**src/rtl/score_judge.sv**
```systemverilog
// ---------------------------------------------------------------------------
// score_judge
//
// Reaction-time judge. A start edge arms a round: after a pseudo-random delay
// the stimulus lamp lights and the player's reaction time (counted in timing
// ticks) is graded into a 2-bit score. Pressing before the lamp lights is a
// foul and not pressing in time is a timeout. Both of these score 0.
//
// Ports
//   clk     in   1  system clock, all logic on the rising edge
//   reset   in   1  synchronous, active-high reset
//   start   in   1  round request level; only its rising edge acts
//   button  in   1  player press level; only its rising edge acts
//   stim    out  1  stimulus lamp, high while the reaction window is open
//   score   out  2  0 = foul/timeout, 1 = ok, 2 = good, 3 = great
//   en      out  1  high while score holds a finished round's result
//   busy    out  1  high while a round is in progress (WAIT or ARMED)
// ---------------------------------------------------------------------------
module score_judge #(
  parameter int TICK_DIV    = 50000,
  parameter int DELAY_TICKS = 500,
  parameter int GREAT_TICKS = 200,
  parameter int GOOD_TICKS  = 400,
  parameter int OK_TICKS    = 700
) (
  input  logic       clk,
  input  logic       reset,
  input  logic       start,
  input  logic       button,
  output logic       stim,
  output logic [1:0] score,
  output logic       en,
  output logic       busy
);

  // The tick counters must hold the longest delay (fixed part plus the
  // largest LFSR value, 15) as well as the timeout limit without wrapping.
  localparam int MAX_TICKS = ((DELAY_TICKS + 15) > OK_TICKS) ? (DELAY_TICKS + 15) : OK_TICKS;
  localparam int EW        = $clog2(MAX_TICKS + 1);
  localparam int DW        = $clog2(TICK_DIV);

  typedef enum logic [1:0] {
    ST_IDLE,
    ST_WAIT,
    ST_ARMED,
    ST_DONE
  } state_t;

  state_t          r_state;
  logic            r_startQ;
  logic            r_buttonQ;
  logic [3:0]      r_lfsr;
  logic [DW-1:0]   r_div;
  logic [EW-1:0]   r_elapsed;
  logic [EW-1:0]   r_target;
  logic            r_stim;
  logic [1:0]      r_score;
  logic            r_en;
  logic            r_busy;

  logic            w_startEdge;
  logic            w_btnEdge;
  logic            w_tick;
  logic [EW-1:0]   w_elapsedNext;
  logic [1:0]      w_pressScore;

  // Rising edges are formed from the live input and last cycle's registered
  // copy, so a result can land on the very edge that first sees the press.
  // A button held through reset or idle never produces an edge later on.
  assign w_startEdge = start & ~r_startQ;
  assign w_btnEdge   = button & ~r_buttonQ;

  // The prescaler counts 0..TICK_DIV-1. The tick fires on the last count, so
  // after a state entry (count cleared) the first tick arrives on the
  // TICK_DIV-th edge spent in that state.
  assign w_tick = (r_div == DW'(TICK_DIV - 1));

  assign w_elapsedNext = r_elapsed + EW'(1);

  // A press is graded on the elapsed count as it stood before any tick in the
  // same cycle. A press that coincides with the tick that would reach the
  // timeout therefore still sees OK_TICKS-1 and scores 1.
  always_comb begin
    w_pressScore = 2'd1;
    if (r_elapsed < EW'(GREAT_TICKS)) begin
      w_pressScore = 2'd3;
    end else if (r_elapsed < EW'(GOOD_TICKS)) begin
      w_pressScore = 2'd2;
    end
  end

  // Main sequencer. All outputs are registered here together with the state.
  // The LFSR (x^4 + x^3 + 1, seed 0001) free-runs in every state, so the
  // round delay depends on how many cycles passed since reset before start.
  // Every state entry clears the prescaler so tick timing is measured from
  // the moment the state was entered.
  always_ff @(posedge clk) begin
    if (reset) begin
      r_state   <= ST_IDLE;
      r_startQ  <= 1'b0;
      r_buttonQ <= 1'b0;
      r_lfsr    <= 4'b0001;
      r_div     <= '0;
      r_elapsed <= '0;
      r_target  <= '0;
      r_stim    <= 1'b0;
      r_score   <= 2'd0;
      r_en      <= 1'b0;
      r_busy    <= 1'b0;
    end else begin
      r_startQ  <= start;
      r_buttonQ <= button;
      r_lfsr    <= {r_lfsr[2:0], r_lfsr[3] ^ r_lfsr[2]};
      r_div     <= w_tick ? '0 : (r_div + DW'(1));

      case (r_state)
        // Idle and done both wait for a new round; done keeps the previous
        // result on display until then. Button edges are ignored here.
        ST_IDLE, ST_DONE: begin
          if (w_startEdge) begin
            r_state   <= ST_WAIT;
            r_target  <= EW'(DELAY_TICKS) + EW'(r_lfsr);
            r_elapsed <= '0;
            r_div     <= '0;
            r_en      <= 1'b0;
            r_score   <= 2'd0;
            r_busy    <= 1'b1;
          end
        end

        // Pre-stimulus delay. A press here is a foul. The lamp lights on the
        // tick that brings the elapsed count up to the target.
        ST_WAIT: begin
          if (w_btnEdge) begin
            r_state <= ST_DONE;
            r_div   <= '0;
            r_score <= 2'd0;
            r_en    <= 1'b1;
            r_busy  <= 1'b0;
          end else if (w_tick) begin
            if (w_elapsedNext == r_target) begin
              r_state   <= ST_ARMED;
              r_elapsed <= '0;
              r_div     <= '0;
              r_stim    <= 1'b1;
            end else begin
              r_elapsed <= w_elapsedNext;
            end
          end
        end

        // Reaction window. The press takes priority over the timeout tick.
        ST_ARMED: begin
          if (w_btnEdge) begin
            r_state <= ST_DONE;
            r_div   <= '0;
            r_score <= w_pressScore;
            r_en    <= 1'b1;
            r_stim  <= 1'b0;
            r_busy  <= 1'b0;
          end else if (w_tick) begin
            if (w_elapsedNext == EW'(OK_TICKS)) begin
              r_state   <= ST_DONE;
              r_div     <= '0;
              r_elapsed <= w_elapsedNext;
              r_score   <= 2'd0;
              r_en      <= 1'b1;
              r_stim    <= 1'b0;
              r_busy    <= 1'b0;
            end else begin
              r_elapsed <= w_elapsedNext;
            end
          end
        end

        default: begin
          r_state <= ST_IDLE;
          r_stim  <= 1'b0;
          r_busy  <= 1'b0;
        end
      endcase
    end
  end

  assign stim  = r_stim;
  assign score = r_score;
  assign en    = r_en;
  assign busy  = r_busy;

endmodule

```
**config.mk**
```make
export PLATFORM = sky130hd
export DESIGN_NAME = score_judge
export DESIGN_NICKNAME = d
export VERILOG_FILES = /design/src/rtl/score_judge.sv
export SDC_FILE = /design/constraint.sdc
export NUM_CORES = 1
export LEC_CHECK = 0
export CAP_MARGIN = 0
export CORE_MARGIN = 1.5
export CORE_UTILIZATION = 40
export CTS_BUF_LIST = sky130_fd_sc_hd__clkbuf_4 sky130_fd_sc_hd__clkbuf_8
export CTS_CLUSTER_DIAMETER = 200
export CTS_CLUSTER_SIZE = 12
export DETAILED_ROUTE_END_ITERATION = 16
export GPL_ROUTABILITY_DRIVEN = 1
export SETUP_SLACK_MARGIN = 0.5
export SLEW_MARGIN = 40
export SYNTH_ARGS = -nofsm -noshare
export SYNTH_HDL_FRONTEND = slang
export SYNTH_SLANG_ARGS = --single-unit
```
**constraint.sdc**
```tcl
create_clock -name clk -period 3 [get_ports clk]
set_clock_uncertainty 0.2 [all_clocks]
set_input_delay 0.45 -clock clk [delete_from_list [all_inputs] [get_ports clk]]
set_output_delay 0.45 -clock clk [all_outputs]
set_load 0.05 [all_outputs]
```
# Word-level counts from Yosys, hierarchy flattened
# Index checks and enable logic that the tools add are counted.
# Widths: inputs -> output; s select.
# word_totals
ff_bits	49
input_bits	4
output_inout_bits	5
elab_cells	94
# classes
addsub	3
order_cmp	2
eq_ne	17
n_mux	48
n_bitwise	5
n_reduce_logical	8
# op_table
operator	n
$mux 16	8
$mux 10	6
$pmux 16 s3	1
$pmux 10 s3	1
$mux 2	14
$add 16x1->16 const B	1
$eq 16x16->1 const B	1
$ne 2x2->1 const B	7
$mux 1	13
$ne 3x3->1 const B	4
$pmux 2 s3	2
$add 10x1->10 const B	1
$add 9x4->10 const A	1
$eq 10x10->1	1
$eq 10x10->1 const B	1
$lt 10x8->1 const B	1
$lt 10x9->1 const B	1
$reduce_and 5->1	2
$pmux 1 s3	2
$reduce_and 6->1	1
$eq 2x2->1 const B	2
$reduce_and 4->1	1
$and 1x1->1	2
$eq 2x1->1 const B	1
7 further kinds	8

# Logic depth before layout (Yosys ltp)
# Gate-level depths: netlist of the first run.
# logic_depth
depth_word	6
ltp_mapped	10
depth_no_buf	8

# Worst setup path after synthesis of the first run
# Ideal clock, no wire load.
# synth_path
path_kind	reg2reg
start	reg r_elapsed[1]
end	reg r_state[1]
setup_time_ns	0.121
arrival_time_ns	2.326
required_ns	2.679
slack_ns	0.353
stages_incl_launch_ff	10
n_path_buf	1
synth_period_minus_slack_ns	2.647
cell_sequence	dfxtp_1 > ha_1 > buf_2 > nand3_1 > nor4b_1 > o311ai_1 > nor4_1 > nand3_1 > a31oi_1 > mux2_2
# synth_between
elab_chain_len	4
word_cells_on_any_way	6
classes_between	add/sub: 1; eq/ne: 4; reduce/logical: 1
# synth_lines
element	line	text
from (decl)	54	logic [EW-1:0] r_elapsed;
from (signal assigned)	147	r_elapsed <= w_elapsedNext;
from (signal assigned)	165	r_elapsed <= w_elapsedNext;
from (signal assigned)	171	r_elapsed <= w_elapsedNext;
$add 10x1->10 *	78	assign w_elapsedNext = r_elapsed + EW'(1);
$eq 10x10->1 (on tied branches)	162, 141	
$ne 3x3->1 (no source line)	--	
$reduce_and 5->1 (no source line) *	--	
to (signal assigned)	99	r_state <= ST_IDLE;
to (signal assigned)	163	r_state <= ST_DONE;
to (signal assigned)	177	r_state <= ST_IDLE;
to (decl)	49	state_t r_state;
# Every way passes the cells marked *; elsewhere a longest branch is shown, timed or not.
# A chain may end at the register's enable or synchronous reset.

# Worst setup path after layout of the first run
# layout_path
start	reg r_elapsed[0]
end	reg r_elapsed[2]
# layout_between
elab_chain_len	6
word_cells_on_any_way	8
classes_between	add/sub: 1; eq/ne: 1; mux: 6
# layout_lines
element	line	text
$add 10x1->10 *	78	
$eq 10x10->1	141	if (w_elapsedNext == r_target) begin
$mux 10	141	
$mux 10	140	end else if (w_tick) begin
$mux 10	134	if (w_btnEdge) begin
$pmux 10 s3 *	116	case (r_state)
# Every way passes the cells marked *; elsewhere a longest branch is shown, timed or not. The select of a mux whose other input is x is not followed.

==> flow_summary.json, run 1 <==
{
  "setup_viol": 0,
  "worstPathRequired_ns": 3.04,
  "place_area_mm2": 0.00265,
  "synth_edf_count": 0,
  "grt_use_total": 0.197,
  "diodes": 0,
  "slew_viol_final": 0,
  "vias": 2196,
  "cap_violations": 0,
  "clock-root-buffer": "clkbuf_8",
  "synth_cell_types": 58,
  "hold_viol_final": 0,
  "path_cells": "buf_6 -> nand4_1 -> buf_4 -> or4b_4 -> o311ai_4 -> nor4_4 -> a311o_2 -> o311ai_2 -> o21a_1",
  "min_period_ns": 2.66,
  "p_leak_nw": 1.13,
  "reg2regPathDepth": 9,
  "ir_drop_mv": 0.319,
  "whs_path_depth": 1,
  "drc": 0,
  "viasPerCell": 5.69,
  "clkTransAtPathRegs_ns": 0.09,
  "worst_pin_slew_ns": 0.531,
  "dp_slack_ns": 0.145,
  "critPathKind": "reg2reg",
  "outcome": "completed",
  "placed_cells": 364,
  "max_stage_delay_ns": 0.49,
  "final_common_cell": "nor2_1",
  "syn_area_per_cell_um2": 8.61,
  "grt_max_degree": 24,
  "routed_wl_um": 6200,
  "syn_area_mm2": 0.00244,
  "async_flop_share": 0,
  "wl_per_cell_um": 16.1,
  "die-width_um": 81.2,
  "seq_area_frac_synth": 0.368,
  "rows": 28,
  "port_buffers": 8,
  "min_path_type": "reg2reg",
  "drt-initial-drc-count": 148,
  "syn_inst": 284,
  "dieArea_mm2": 0.00659,
  "relSlewSlack": 0.646,
  "powerDensity_mw_per_mm2": 557,
  "end_kind": "flip-flop",
  "die_h_um": 81.2,
  "clk_path_buf_depth": 2,
  "synthFlopType": "dfxtp_1",
  "htreeDepth": 2,
  "final_cells": 386,
  "clock_sinks": 45,
  "synth_fp_nets": 293,
  "hold_ws_ns": 0.218,
  "critPathMaxFanout": 8,
  "initial_core_util": 0.413,
  "tritoncts": "yes",
  "globalplace.congestion": 0.803,
  "grt_pass1_wl_um": 9970,
  "ant_nets": 0,
  "yosysWarnings": 0,
  "timing.fmax_mhz": 377,
  "setup_tns_ns": 0,
  "crit_path_top_delay_cell": "or4b_4",
  "drive_gt1_frac": 0.264,
  "start_kind": "flip-flop",
  "antenna_found_initial": 0,
  "worstSkewPairLatency_ns": 0.30,
  "setup_ws_ns": 0.345,
  "grt_pass1_vias": 2097,
  "fin_area_mm2": 0.00315,
  "period_share": 0.885,
  "rsz0062_at_grt": "true",
  "area_delta_synth_final_pct": 29.0,
  "arrival_ns": 2.70,
  "fin_nets": 320,
  "final_cell_mix": "nor2_1 (42), dfxtp_1 (36), buf_4 (23)",
  "grt_overflow": 0,
  "cts_buffers": 5,
  "fp.coreArea_mm2": 0.00592,
  "synth-seq-cells": 45,
  "ioPinCount": 9,
  "cts_hold_buf": 0,
  "place_hpwl_um": 3840,
  "first_pass_iters": 4
}
-- layout make-up --
type,instances,area (µm²)
inverter,12,45.0
clock buffer,5,68.8
fill,549,2770
clock inverter,2,38.8
timing repair buffer,36,309
multi-input combinational,211,1680
sequential,45,922
tap,75,93.8
-- synth_stat cells, drive strengths merged (3+ instances only) --
master | count | share of area
a211oi | 5 | 0.015
a21oi | 4 | 0.0082
a31oi | 3 | 0.0077
and3 | 9 | 0.023
and4 | 3 | 0.011
and4b | 3 | 0.012
buf | 12 | 0.033
clkbuf | 5 | 0.0077
dfxtp | 45 | 0.37
ha | 5 | 0.026
inv | 12 | 0.018
mux2i | 5 | 0.020
nand2 | 12 | 0.018
nand2b | 4 | 0.013
nand3 | 14 | 0.029
nand4 | 3 | 0.010
nor2 | 43 | 0.066
nor2b | 8 | 0.024
nor3 | 5 | 0.010
nor3b | 4 | 0.012
nor4 | 5 | 0.013
o21a | 7 | 0.021
o21ai | 10 | 0.020
o311ai | 8 | 0.032
xnor2 | 8 | 0.029
xor2 | 11 | 0.039
-- power by group --
part | leakage, nW | internal (mW) | switching [mW] | total [mW]
clock | 0.0546 | 0.247 | 0.212 | 0.459
combinational | 0.706 | 0.238 | 0.355 | 0.593
sequential | 0.371 | 0.651 | 0.0526 | 0.704
total | 1.13 | 1.14 | 0.619 | 1.76
-- flip-flops by register name (all words and copies together), names as in the netlist --
register,cells
r_div,16
r_state,2
r_target,6
r_startQ,1
r_elapsed,10
en,1
score,2
stim,1
r_buttonQ,1
r_lfsr,4
busy,1
-- routing by layer --
layer	GRT usage	vias to the layer above	part of all wire
met1	0.248	1047	0.45
li1	-	1084	-
met2	0.330	50	0.49
met3	0.0326	15	0.038
met4	0.0845	0	0.020
met5	0	-	0
-- path summary, 6_finish.rpt --
path	startpoint	slack [ns]	to
max reg2reg	r_elapsed[0]	0.34	r_elapsed[2]
min reg2reg	r_div[0]	0.22	r_div[0]
max	r_elapsed[0]	0.34	r_elapsed[2]
min	r_div[0]	0.22	r_div[0]
-- worst max-delay path, delay by kind of cell, from the launching register on --
kind	cells	cell delay (ns)
compound gates	4	1.02
buf+inv	2	0.29
flops	1	0.37
simple gates	3	0.74
-- metrics by stage --
step,power (mW),util
after floorplan,1.06,-
after global placement,1.19,0.448
after global routing,1.85,0.533
final,1.76,0.533
after detailed placement,1.20,0.448
after CTS,1.70,0.503
-- what timing repair did --
item,4_1_cts,5_1_grt
pin swaps,8,15
buffers inserted,10,4
gates resized for setup,33,35
setup endpoints to repair,13,29
gates cloned,1,0
-- cells by family after synthesis --
group,after synthesis,share of synthesized area
buffers and inverters,29,0.0594
AOI/OAI and AO/OA,57,0.179
muxes,6,0.0251
DFF,45,0.368
xor gates and xnor gates,19,0.0681
adders and majority gates,5,0.0256
and+or+nand+nor,123,0.274
Power figures use the tool's default switching activity.
==> inputs of run 2 (changes only) <==
--- a/config.mk
+++ b/config.mk
@@ -13,8 +13,9 @@
 export CTS_CLUSTER_SIZE = 12
 export DETAILED_ROUTE_END_ITERATION = 16
 export GPL_ROUTABILITY_DRIVEN = 1
+export PLACE_DENSITY_LB_ADDON = 0.25
 export SETUP_SLACK_MARGIN = 0.5
-export SLEW_MARGIN = 40
+export SLEW_MARGIN = 15
 export SYNTH_ARGS = -nofsm -noshare
 export SYNTH_HDL_FRONTEND = slang
 export SYNTH_SLANG_ARGS = --single-unit
==> run 2 against run 1 <==
  * Final area shrank 1.1%
  * Final cell count down 0.52%
  * Register-to-register slack about the same
  * Fmax increased by 0.13%
  * Critical path type unchanged
  * Highest routed layer unchanged
==> flow_summary.json, run 2 (synthesis results as in run 1) <==
{
  "outcome": "completed",
  "globalplace.congestion": 0.849,
  "rows": 28,
  "arrival_ns": 2.71,
  "initial_core_util": 0.413,
  "area_delta_synth_final_pct": 27.5,
  "start_kind": "flip-flop",
  "critPathKind": "reg2reg",
  "grt_overflow": 0,
  "fin_nets": 317,
  "drc": 0,
  "slew_viol_final": 0,
  "p_leak_nw": 1.13,
  "routed_wl_um": 5990,
  "clkTransAtPathRegs_ns": 0.10,
  "period_share": 0.884,
  "timing.fmax_mhz": 377,
  "place_hpwl_um": 3680,
  "grt_max_degree": 22,
  "cts_buffers": 5,
  "cap_violations": 0,
  "rsz0062_at_grt": "true",
  "critPathMaxFanout": 8,
  "grt_pass1_wl_um": 9630,
  "placed_cells": 362,
  "filler_cell_count": 544,
  "cts_hold_buf": 0,
  "worstPathRequired_ns": 3.05,
  "die_h_um": 81.2,
  "wl_per_cell_um": 15.6,
  "antenna_found_initial": 0,
  "final_cells": 384,
  "ir_drop_mv": 0.344,
  "viasPerCell": 5.76,
  "htreeDepth": 2,
  "port_buffers": 8,
  "clock_sinks": 45,
  "die-width_um": 81.2,
  "hold_viol_final": 0,
  "hold_ws_ns": 0.242,
  "regMostFlops": "r_div",
  "final_common_cell": "nor2_1",
  "ioPinCount": 9,
  "worst_pin_slew_ns": 0.506,
  "fin_area_mm2": 0.00312,
  "vias": 2210,
  "largest_reg_flops": 16,
  "tritoncts": "yes",
  "clk_path_buf_depth": 2,
  "final_cell_mix": "nor2_1 (43), dfxtp_1 (37), buf_4 (21)",
  "min_path_type": "reg2reg",
  "grt_pass1_vias": 1994,
  "fp.coreArea_mm2": 0.00592,
  "drive_gt1_frac": 0.249,
  "clock-root-buffer": "clkbuf_8",
  "grt_use_total": 0.190,
  "fin_util": 0.527,
  "powerDensity_mw_per_mm2": 560,
  "drt-initial-drc-count": 135,
  "worstSkewPairLatency_ns": 0.31,
  "diodes": 0,
  "min_period_ns": 2.65,
  "relSlewSlack": 0.659,
  "reg_top3": "r_div: 16 flops, r_elapsed: 10 flops, r_target: 6 flops",
  "ant_nets": 0,
  "first_pass_iters": 4,
  "setup_viol": 0,
  "dieArea_mm2": 0.00659,
  "place_area_mm2": 0.00264,
  "end_kind": "flip-flop",
  "setup_tns_ns": 0
}
## run 2: per-layer routing
| layer | global-route usage | vias up | share of wire |
|---|---|---|---|
| met3 | 0.0427 | 19 | 0.037 |
| met2 | 0.306 | 60 | 0.49 |
| met4 | 0.0879 | 0 | 0.029 |
| li1 | - | 1080 | - |
| met5 | 0 | - | 0 |
| met1 | 0.239 | 1051 | 0.44 |
## run 2: metrics by stage
step	worst slack [ns]	power, mW
finish	0.348	1.75
global route	0.235	1.84
CTS	0.444	1.73
detailed placement	0.0878	1.19
global placement	0.127	1.18
floorplan	0.516	1.06
## run 2: where the power goes
group	switching (mW)	internal [mW]	leakage (nW)
Combinational	0.331	0.222	0.696
Clock	0.233	0.254	0.0591
Sequential	0.0556	0.651	0.371
## run 2: path summary, 6_finish.rpt
kind,from,to,slack [ns],cells past startpoint
worst max-delay path,r_elapsed[0],r_elapsed[9],0.35,10
worst min-delay path,r_div[0],r_div[0],0.24,1
worst max register to register,r_elapsed[0],r_elapsed[9],0.35,10
worst min register to register,r_div[0],r_div[0],0.24,1
## run 2: cell type report
cell class,instances,area (µm²),share of cell area
inverters,12,45.0,0.0144
clock buffers,5,68.8,0.0221
well taps,75,93.8,0.0301
flip-flops and latches,45,918,0.295
repair buffers,33,283,0.0907
clock inverters,3,47.5,0.0152
multi-input cells,211,1660,0.533
## run 2: critical path, stage by stage, from the launching register on
cell and delay, ns:
dfxtp_2 0.33, buf_4 0.13, ha_4 0.18, buf_6 0.14
xor2_1 0.16, nor3_1 0.07, o21ai_1 0.27, a211oi_4 0.13
a311o_2 0.51, o41a_1 0.40, nor2_1 0.08
## run 2: repair_timing
item | in CTS | in global routing
cloned | 1 | 0
buffers inserted | 6 | 7
resized for setup | 33 | 28
endpoints found under the setup margin | 13 | 28
pin swaps | 7 | 12
==> inputs of run 3 (changes only) <==
--- a/config.mk
+++ b/config.mk
@@ -12,8 +12,8 @@
 export CTS_CLUSTER_DIAMETER = 200
 export CTS_CLUSTER_SIZE = 12
 export DETAILED_ROUTE_END_ITERATION = 16
-export GPL_ROUTABILITY_DRIVEN = 1
-export PLACE_DENSITY_LB_ADDON = 0.25
+export GPL_ROUTABILITY_DRIVEN = 0
+export PLACE_DENSITY = 0.59
 export SETUP_SLACK_MARGIN = 0.5
 export SLEW_MARGIN = 15
 export SYNTH_ARGS = -nofsm -noshare
==> run 3 against run 2 <==
  * Final area decreased by 4.5%
  * Global-route usage fell by 1.5 points
  * Largest power group unchanged
  * Clock-buffer cell count up 1
  * Die area did not move
==> flow_summary.json, run 3 (synthesis results as in run 1) <==
{
  "slew_viol_final": 0,
  "port_buffers": 8,
  "start_kind": "flip-flop",
  "fp.coreArea_mm2": 0.00592,
  "end_kind": "flip-flop",
  "final_cell_mix": "nor2_1 (42), dfxtp_1 (39), buf_4 (22)",
  "vias": 2140,
  "dp_slack_ns": 0.0992,
  "critPathKind": "reg2reg",
  "final_cells": 385,
  "crit_path_top_delay_cell": "or4b_1",
  "initial_core_util": 0.413,
  "setup_ws_ns": 0.351,
  "reg_top3": "r_div: 16 flops, r_elapsed: 10 flops, r_target: 6 flops",
  "critPathMaxFanout": 6,
  "grt_pass1_vias": 1936,
  "clk_path_buf_depth": 2,
  "period_share": 0.883,
  "reg2regPathDepth": 10,
  "clock_sinks": 45,
  "drc": 0,
  "path_cells": "buf_6 -> nand4_1 -> or4b_1 -> o311ai_2 -> nor4_1 -> buf_4 -> a311o_2 -> buf_6 -> o41a_1 -> nor2_1",
  "r2r-end": "r_elapsed[9]",
  "tritoncts": "yes",
  "grt_use_total": 0.174,
  "whs_path_depth": 1,
  "ant_nets": 0,
  "die-width_um": 81.2,
  "setup_viol": 0,
  "outcome": "completed",
  "min_path_type": "reg2reg",
  "crit_top_cell": "buf_6",
  "grt_overflow": 0,
  "regMostFlops": "r_div",
  "relSlewSlack": 0.614,
  "place_area_mm2": 0.00265,
  "setup_tns_ns": 0,
  "grt_max_degree": 22,
  "ir_drop_mv": 0.426,
  "rsz0062_at_grt": "true",
  "area_delta_synth_final_pct": 21.8,
  "worstHoldStart": "r_div[0]",
  "min_period_ns": 2.65,
  "die_h_um": 81.2,
  "final_common_cell": "nor2_1",
  "fin_util": 0.503,
  "place_hpwl_um": 3740,
  "r2r-start": "r_elapsed[0]",
  "holdPathEnd": "r_div[0]",
  "diodes": 0,
  "viasPerCell": 5.56,
  "worst_pin_slew_ns": 0.577,
  "worstPathRequired_ns": 3.05,
  "powerDensity_mw_per_mm2": 544,
  "max_stage_delay_ns": 0.53,
  "clock-root-buffer": "clkbuf_8",
  "grt_pass1_wl_um": 8870,
  "dieArea_mm2": 0.00659,
  "worstSkewPairLatency_ns": 0.30,
  "largest_reg_flops": 16,
  "hold_ws_ns": 0.244,
  "first_pass_iters": 5,
  "clkTransAtPathRegs_ns": 0.09,
  "wl_per_cell_um": 14.3,
  "rows": 28,
  "placed_cells": 364,
  "fin_area_mm2": 0.00298,
  "drt-initial-drc-count": 131,
  "routed_wl_um": 5500,
  "hold_viol_final": 0,
  "ioPinCount": 9,
  "timing.fmax_mhz": 378,
  "power_mw": 1.62,
  "cap_violations": 0,
  "htreeDepth": 2,
  "drive_gt1_frac": 0.216,
  "filler_cell_count": 539,
  "p_leak_nw": 1.10,
  "fin_nets": 318,
  "antenna_found_initial": 0,
  "cts_buffers": 5,
  "arrival_ns": 2.69,
  "r2r_slack_ns": 0.35
}
run 3: timing repair:
action	4_1_cts	5_1_grt
endpoints found under the setup margin	13	12
setup buffers	8	5
resized for setup	18	21
hold buffers	0	0
pin swaps	5	8
gates cloned	0	0
run 3: how the worst max path moves through the flow:
stage               slack (ns)  depth (start not counted)    startpoint           end
CTS                       0.33                         10  r_elapsed[0]  r_elapsed[9]
floorplan                 0.52                          9  r_elapsed[1]    r_state[1]
finish                    0.35                         10  r_elapsed[0]  r_elapsed[9]
global placement          0.22                          8  r_elapsed[1]    r_state[1]
global route              0.25                         10  r_elapsed[0]  r_elapsed[8]
detailed placement         0.1                          8  r_elapsed[1]    r_state[1]
run 3: worst max-delay path, delay by kind of cell (launching register included):
kind	cells	cell delay [ns]
buffers and inverters	3	0.41
flip-flops	1	0.37
AND/OR/NAND/NOR	4	0.85
AO/OA/AOI/OAI	3	0.78
run 3: report_power, final:
group	internal, mW	switching (mW)
logic	0.206	0.310
registers	0.650	0.0464
clock network	0.190	0.216
total	1.05	0.573
run 3: layout make-up:
type,instances,area (µm²),area share
multi-input combinational,210,1520,0.511
sequential,45,916,0.308
timing repair buffer,35,302,0.101
tap,75,93.8,0.0315
clock buffer,6,82.6,0.0277
inverter,12,45.0,0.0151
clock inverter,2,16.3,0.00546
run 3: per-layer routing:
metal | GRT usage | routed length (µm) | vias to the layer above
li1 | - | - | 1075
met1 | 0.214 | 2590 | 1003
met2 | 0.298 | 2550 | 47
met3 | 0.0348 | 188 | 15
met4 | 0.0690 | 170 | 0
met5 | 0 | 0 | -
